<file path="config.mk">
export PLATFORM = sky130hd
export DESIGN_NAME = note_scroll_sched
export DESIGN_NICKNAME = d
export VERILOG_FILES = /design/src/rtl/note_scroll_sched.sv
export SDC_FILE = /design/constraint.sdc
export NUM_CORES = 1
export LEC_CHECK = 0
export BUFFER_PORTS_ARGS = -buffer_cell sky130_fd_sc_hd__buf_4
export CAP_MARGIN = 10
export CORE_MARGIN = 3
export CORE_UTILIZATION = 40
export DETAILED_ROUTE_END_ITERATION = 10
export GPL_ROUTABILITY_DRIVEN = 0
export HOLD_SLACK_MARGIN = 0.05
export SLEW_MARGIN = 20
export SYNTH_ARGS = -nofsm -noshare
export SYNTH_HDL_FRONTEND = slang
export SYNTH_SLANG_ARGS = --single-unit
</file>
<file path="constraint.sdc">
create_clock -name clk -period 7.2 [get_ports clk]
set_input_delay 0.72 -clock clk [delete_from_list [all_inputs] [get_ports clk]]
set_output_delay 0.72 -clock clk [all_outputs]
set_load 0.02 [all_outputs]
</file>
<file path="src/rtl/note_scroll_sched.sv">
// Two-lane note highway sequencer: fetches note pairs, scrolls them across two 7-LED rows,
// judges lane presses at the hit column and drives score and feedback lamps. Macro: STREAK_BONUS_EN.
module note_scroll_sched #(
  parameter int CLK_DIV   = 1000000,
  parameter int SONG_LEN  = 32,
  parameter int ADDR_W    = 5,
  parameter int FLASH_CYC = 4000000
) (
  input  logic              clk,
  input  logic              n_rst,
  input  logic              start,
  input  logic [1:0]        hit,
  output logic [ADDR_W-1:0] song_addr,
  output logic              song_rd,
  input  logic [1:0]        song_data,
  input  logic              song_valid,
  output logic [6:0]        top_row,
  output logic [6:0]        bottom_row,
  output logic              red_disp,
  output logic              green_disp,
  output logic [7:0]        score,
  output logic              busy,
  output logic              done
);

  localparam int TW = $clog2(CLK_DIV);
  localparam int FW = $clog2(FLASH_CYC + 1);
  localparam int IW = ADDR_W + 1;
  localparam logic [TW-1:0] TICK_MAX = TW'(CLK_DIV - 1);
  localparam logic [FW-1:0] FLASH_LD = FW'(FLASH_CYC);
  localparam logic [IW-1:0] LAST_IDX = IW'(SONG_LEN);

  typedef enum logic [2:0] {
    S_IDLE  = 3'd0,
    S_FETCH = 3'd1,
    S_WAIT  = 3'd2,
    S_DRAIN = 3'd3,
    S_DONE  = 3'd4
  } state_t;

  state_t            state_q;
  logic [TW-1:0]     tick_q;
  logic [IW-1:0]     idx_q;
  logic [1:0]        note_q;
  logic              pend_q;
  logic [2:0]        drain_q;
  logic [6:0]        top_q, bot_q;
  logic [7:0]        score_q;
  logic [FW-1:0]     red_cnt_q, grn_cnt_q;
  logic              red_q, grn_q;
  logic              start_prev_q, armed_q;
  logic [1:0]        hit_prev_q;
  logic              rd_q, busy_q, done_q;
  logic [ADDR_W-1:0] addr_q;

  logic       busy_st_s, tick_s, start_edge_s, shift_s, red_ld_s, grn_ld_s;
  logic [1:0] hit_edge_s, new_bits_s, bit0_s, good_s, miss_s;
  logic [2:0] inc_s;
  logic [7:0] score_d;
  logic [6:0] top_d, bot_d;

`ifdef STREAK_BONUS_EN
  logic [3:0] streak_q, streak_d, streak1_s, streak2_s;
  logic [2:0] inc1_s, inc0_s;
`endif

  function automatic logic [7:0] sat_add8(input logic [7:0] a, input logic [2:0] b);
    logic [8:0] sum;
    sum = {1'b0, a} + {6'b000000, b};
    return sum[8] ? 8'hFF : sum[7:0];
  endfunction

  // Tick, edges, shift decision, per-lane judging and next score/rows
  always_comb begin
    busy_st_s    = (state_q == S_FETCH) || (state_q == S_WAIT) || (state_q == S_DRAIN);
    tick_s       = busy_st_s && (tick_q == TICK_MAX);
    start_edge_s = armed_q && start && !start_prev_q;
    hit_edge_s   = (armed_q && busy_st_s) ? (hit & ~hit_prev_q) : 2'b00;
    shift_s      = 1'b0;
    new_bits_s   = 2'b00;
    case (state_q)
      S_WAIT: begin
        shift_s    = tick_s || pend_q;
        new_bits_s = note_q;
      end
      S_DRAIN: begin
        shift_s    = tick_s;
        new_bits_s = 2'b00;
      end
      default: begin
        shift_s    = 1'b0;
        new_bits_s = 2'b00;
      end
    endcase
    // Judged against pre-shift bit0; a hit note leaving the column is not a miss
    bit0_s   = {top_q[0], bot_q[0]};
    good_s   = hit_edge_s & bit0_s;
    miss_s   = (hit_edge_s & ~bit0_s) | ({2{shift_s}} & bit0_s & ~good_s);
    red_ld_s = |miss_s;
    grn_ld_s = |good_s;
`ifdef STREAK_BONUS_EN
    streak1_s = streak_q + {3'b000, good_s[1]};
    inc1_s    = good_s[1] ? ((streak1_s[2:0] == 3'd0) ? 3'd2 : 3'd1) : 3'd0;
    streak2_s = streak1_s + {3'b000, good_s[0]};
    inc0_s    = good_s[0] ? ((streak2_s[2:0] == 3'd0) ? 3'd2 : 3'd1) : 3'd0;
    inc_s     = inc1_s + inc0_s;
    streak_d  = red_ld_s ? 4'd0 : streak2_s;
`else
    inc_s = {2'b00, good_s[1]} + {2'b00, good_s[0]};
`endif
    score_d = sat_add8(score_q, inc_s);
    top_d   = shift_s ? {new_bits_s[1], top_q[6:1]} : {top_q[6:1], top_q[0] & ~good_s[1]};
    bot_d   = shift_s ? {new_bits_s[0], bot_q[6:1]} : {bot_q[6:1], bot_q[0] & ~good_s[0]};
  end

  // Sequencer FSM with tick counter, lamps, score and row registers
  always_ff @(posedge clk or negedge n_rst) begin
    if (!n_rst) begin
      state_q      <= S_IDLE;
      tick_q       <= {TW{1'b0}};
      idx_q        <= {IW{1'b0}};
      note_q       <= 2'b00;
      pend_q       <= 1'b0;
      drain_q      <= 3'd0;
      top_q        <= 7'd0;
      bot_q        <= 7'd0;
      score_q      <= 8'd0;
      red_cnt_q    <= {FW{1'b0}};
      grn_cnt_q    <= {FW{1'b0}};
      red_q        <= 1'b0;
      grn_q        <= 1'b0;
      start_prev_q <= 1'b0;
      hit_prev_q   <= 2'b00;
      armed_q      <= 1'b0;
      rd_q         <= 1'b0;
      addr_q       <= {ADDR_W{1'b0}};
      busy_q       <= 1'b0;
      done_q       <= 1'b0;
`ifdef STREAK_BONUS_EN
      streak_q     <= 4'd0;
`endif
    end else begin
      start_prev_q <= start;
      hit_prev_q   <= hit;
      armed_q      <= 1'b1;
      tick_q       <= (busy_st_s && !tick_s) ? tick_q + TW'(1) : {TW{1'b0}};
      if (red_ld_s) red_cnt_q <= FLASH_LD;
      else if (red_cnt_q != {FW{1'b0}}) red_cnt_q <= red_cnt_q - FW'(1);
      else red_cnt_q <= red_cnt_q;
      if (grn_ld_s) grn_cnt_q <= FLASH_LD;
      else if (grn_cnt_q != {FW{1'b0}}) grn_cnt_q <= grn_cnt_q - FW'(1);
      else grn_cnt_q <= grn_cnt_q;
      red_q   <= red_ld_s || (red_cnt_q > FW'(1));
      grn_q   <= grn_ld_s || (grn_cnt_q > FW'(1));
      score_q <= score_d;
`ifdef STREAK_BONUS_EN
      streak_q <= streak_d;
`endif
      top_q <= busy_st_s ? top_d : 7'd0;
      bot_q <= busy_st_s ? bot_d : 7'd0;
      case (state_q)
        S_IDLE, S_DONE: begin
          if (start_edge_s) begin
            state_q  <= S_FETCH;
            score_q  <= 8'd0;
`ifdef STREAK_BONUS_EN
            streak_q <= 4'd0;
`endif
            idx_q    <= {IW{1'b0}};
            pend_q   <= 1'b0;
            rd_q     <= 1'b1;
            addr_q   <= {ADDR_W{1'b0}};
            busy_q   <= 1'b1;
            done_q   <= 1'b0;
          end
        end
        S_FETCH: begin
          if (tick_s) pend_q <= 1'b1;
          if (song_valid) begin
            note_q  <= song_data;
            idx_q   <= idx_q + IW'(1);
            rd_q    <= 1'b0;
            state_q <= S_WAIT;
          end
        end
        S_WAIT: begin
          if (shift_s) begin
            pend_q <= 1'b0;
            if (idx_q == LAST_IDX) begin
              state_q <= S_DRAIN;
              drain_q <= 3'd7;
            end else begin
              state_q <= S_FETCH;
              rd_q    <= 1'b1;
              addr_q  <= idx_q[ADDR_W-1:0];
            end
          end
        end
        S_DRAIN: begin
          if (shift_s) begin
            drain_q <= drain_q - 3'd1;
            if (drain_q == 3'd1) begin
              state_q <= S_DONE;
              busy_q  <= 1'b0;
              done_q  <= 1'b1;
            end
          end
        end
        default: begin
          state_q <= S_IDLE;
          busy_q  <= 1'b0;
          done_q  <= 1'b0;
          rd_q    <= 1'b0;
        end
      endcase
    end
  end

  assign song_addr  = addr_q;
  assign song_rd    = rd_q;
  assign top_row    = top_q;
  assign bottom_row = bot_q;
  assign red_disp   = red_q;
  assign green_disp = grn_q;
  assign score      = score_q;
  assign busy       = busy_q;
  assign done       = done_q;

endmodule

</file>
==> metrics.cfg <==
[worst_setup_path]
critPathKind = flop to flop
r2r_start = state_q[0]$_DFFE_PN0P_
cp-endpoint = score[0]$_DFF_PN0_
r2r_end = score[0]$_DFF_PN0_
crit_chain = o21bai_1, nor4_1, fa_1, and3_1, and4_1, nand3_1, a21oi_1
crit_path_start = state_q[0]$_DFFE_PN0P_
cpPeakStageDelay_ns = 0.65
cp-end-kind = flop
rrSetupSlack_ns = 4.24
cp_max_fo = 18
reg2reg_depth = 7
slowest_stage = dfrtp_1
worst-path-stages = 7
worstSetupStartpointType = flop
critical-path-top-delay-family = simple AND/OR/NAND/NOR gates
cp.arrival_ns = 3.29
crit_required_ns = 7.53
cp_num_buf_inv = 0

[logic_synthesis]
synth_area_leaders = dfrtp_1, nor2_1, nand2_1
async_flop_share_pct = 100
synth-seq-cells = 115
yosysSeqAreaShare_pct = 49.8
yosysMostFrequentCell = dfrtp_1
syn_nets = 600
synth_warnings = 0
ys_types = 62
ys.flop_type = dfrtp_1
synth_largest_area_cell = dfrtp_1
synth_top_area_share_pct = 49.8
syn_inst = 582
synth.top_cells.by_count = dfrtp_1, nor2_1, nand2_1, a21oi_1, nand3_1
synth_edf_count = 0
syn_area_mm2 = 0.00578
avgSynthCellArea_um2 = 9.93

[cells_and_area]
nets = 646
area_delta_synth_final_pct = 18.7
drive_above_1_share_pct = 14.4
nFillCells = 1310
antenna_cells = 0
fin_cells = 821

[die]
die-width_um = 126
io-pin-count = 40
rows = 43
die_h_um = 126
die-area_mm2 = 0.0159
start_util_pct = 41.3
core_mm2 = 0.0140

[power]
seqPwrFrac_pct = 41.3
p_sw_mw = 0.659
p_sw_share_pct = 30.0
vdd_drop_max_mv = 0.173
pwr-share-clk_pct = 39.2
internal_power_mw = 1.54
power_density_mw_per_mm2 = 320
power.leakage_nw = 2.97
combPwrFrac_pct = 19.5

[timing]
tightestPinTransition_ns = 1.07
slew_violations = 0
max_freq_mhz = 338
grt_setup_unrepaired = no
hold_violations = 0
finalCritPeriodShare_pct = 41.1
max_slew_margin_pct = 28.4
clock_skew_ns = 0.00747
setup_tns_ns = 0
finalSetupViolCount = 0
fin_crit_ns = 2.96

[clock_tree]
post-cts-setup-buffers = 0
cts_hold_buffers = 0
htree_levels = 4
cts_resized = 0
cts.clk_slew.worst_paths_ns = 0.05
root_buffer = clkbuf_16
clkLatencyLatePin_ns = 0.41
cts_tree = yes
clock-sinks = 115
cts.path.max_buffers = 2
cts-buffers-inserted = 17

[routing]
vias_per_cell = 5.42
routedWlPerCell_um = 15.0
drt_pass1_iterations = 5
drt_iter0_markers = 306
ant_nets = 0
drc = 0
num_vias = 4448
finalWirelength_mm = 12.3

[global_routing]
overflow = 0
grt_pass1_wl_mm = 21.4
grt_pass1_vias = 4458
gr-usage-all-layers_pct = 16.3
grt_max_degree = 66
antenna_found_initial = 0

[min_path]
hold_path.class = primary input to async pin

[placed_design]
place_inst = 789
port_buffers = 39
hpwl_mm = 8.44

[run_status]
outcome = finished clean

[run]
max-cap-violations = 0

layout by cell type (no fill, tap or decap), drive strengths merged, types with 6 or more instances in the layout:
| master | synthesis | final |
|---|---|---|
| nor3 | 19 | 19 |
| mux2i | 18 | 18 |
| or3 | 17 | 17 |
| xor2 | 20 | 20 |
| o21ai | 22 | 22 |
| a21oi | 30 | 30 |
| xnor2 | 20 | 20 |
| nand3 | 25 | 25 |
| or4 | 13 | 13 |
| nand4 | 10 | 10 |
| nand2 | 53 | 53 |
| dfrtp | 115 | 115 |
| ha | 9 | 9 |
| nor2 | 60 | 60 |
| and3 | 10 | 10 |
| or2 | 10 | 10 |
| nor4 | 9 | 9 |
| o31ai | 11 | 11 |
| inv | 18 | 18 |
| clkbuf | 11 | 21 |
| and4 | 6 | 6 |
| buf | 4 | 42 |
how the worst min path moves through the flow:
stage | endpoint | slack (ns)
floorplan | armed_q$_DFF_PN0_ | 0.42
global placement | tick_q[0]$_DFF_PN0_ | 0.46
detailed placement | tick_q[0]$_DFF_PN0_ | 0.49
CTS | grn_cnt_q[9]$_DFFE_PN0P_ | 0.37
global route | grn_cnt_q[2]$_DFFE_PN0P_ | 0.39
finish | grn_cnt_q[2]$_DFFE_PN0P_ | 0.33
area by class of cell:
class | count | area, um^2 | share of cell area, %
Sequential cell | 115 | 2880 | 41.9
Multi-Input combinational cell | 434 | 2780 | 40.4
Clock buffer | 21 | 440 | 6.42
Timing Repair Buffer | 42 | 315 | 4.60
Tap cell | 180 | 225 | 3.28
Clock inverter | 11 | 160 | 2.33
Inverter | 18 | 67.6 | 0.985
worst register-to-register path: cells and delay by family, from the launching register on:
kind                       cells  cell delay, ns
DFF                            1            0.65
and+or+nand+nor                4            1.40
adders and majority gates      1            0.36
AOI/OAI and AO/OA              2            0.48
registers in the layout, indices dropped and copies added (netlist names), 2 cells and up:
register	count
bottom_row	7
drain_q	3
grn_cnt_q	22
hit_prev_q	2
idx_q	6
note_q	2
red_cnt_q	22
score	8
song_addr	5
state_q	3
tick_q	20
top_row	7
power by group through the flow:
stage | registers (mW) | clock network, mW | logic [mW]
finish | 0.907 | 0.861 | 0.429
global placement | 0.909 | 0 | 0.421
global route | 0.933 | 0.914 | 0.493
detailed placement | 0.916 | 0 | 0.432
floorplan | 0.894 | 0 | 0.317
CTS | 0.907 | 0.878 | 0.436
per-layer routing:
metal	vias up	GRT usage, %	part of all wire [%]
li1	2198	-	-
met2	68	26.9	48
met3	8	4.92	3.6
met4	0	4.35	0.63
met5	-	0	0
met1	2174	21.0	48
cell families (layout without fill, tap and decap cells):
family | Yosys count | after routing | synth area share [%]
fa+ha+maj | 10 | 10 | 2.29
xor+xnor | 40 | 40 | 6.06
buf+inv | 33 | 92 | 2.34
compound gates | 98 | 98 | 11.4
other cells | 1 | 1 | 0.0649
simple gates | 264 | 264 | 24.3
mux | 21 | 21 | 3.70
flops | 115 | 115 | 49.8
through the flow:
step           setup WS (ns)  power (mW)  hold WS [ns]  util [%]  cell area [um^2]
6_report                4.24        2.20         0.334      49.1              6860
5_1_grt                 3.90        2.34         0.389      49.1              6860
4_1_cts                 4.25        2.22         0.366      49.1              6860
3_5_place_dp            4.28        1.35         0.487      44.8              6260
3_3_place_gp            4.39        1.33         0.458      44.7              6260
2_1_floorplan           4.75        1.21         0.424         -              5780
Note: power is estimated with default switching activity, not from simulation.
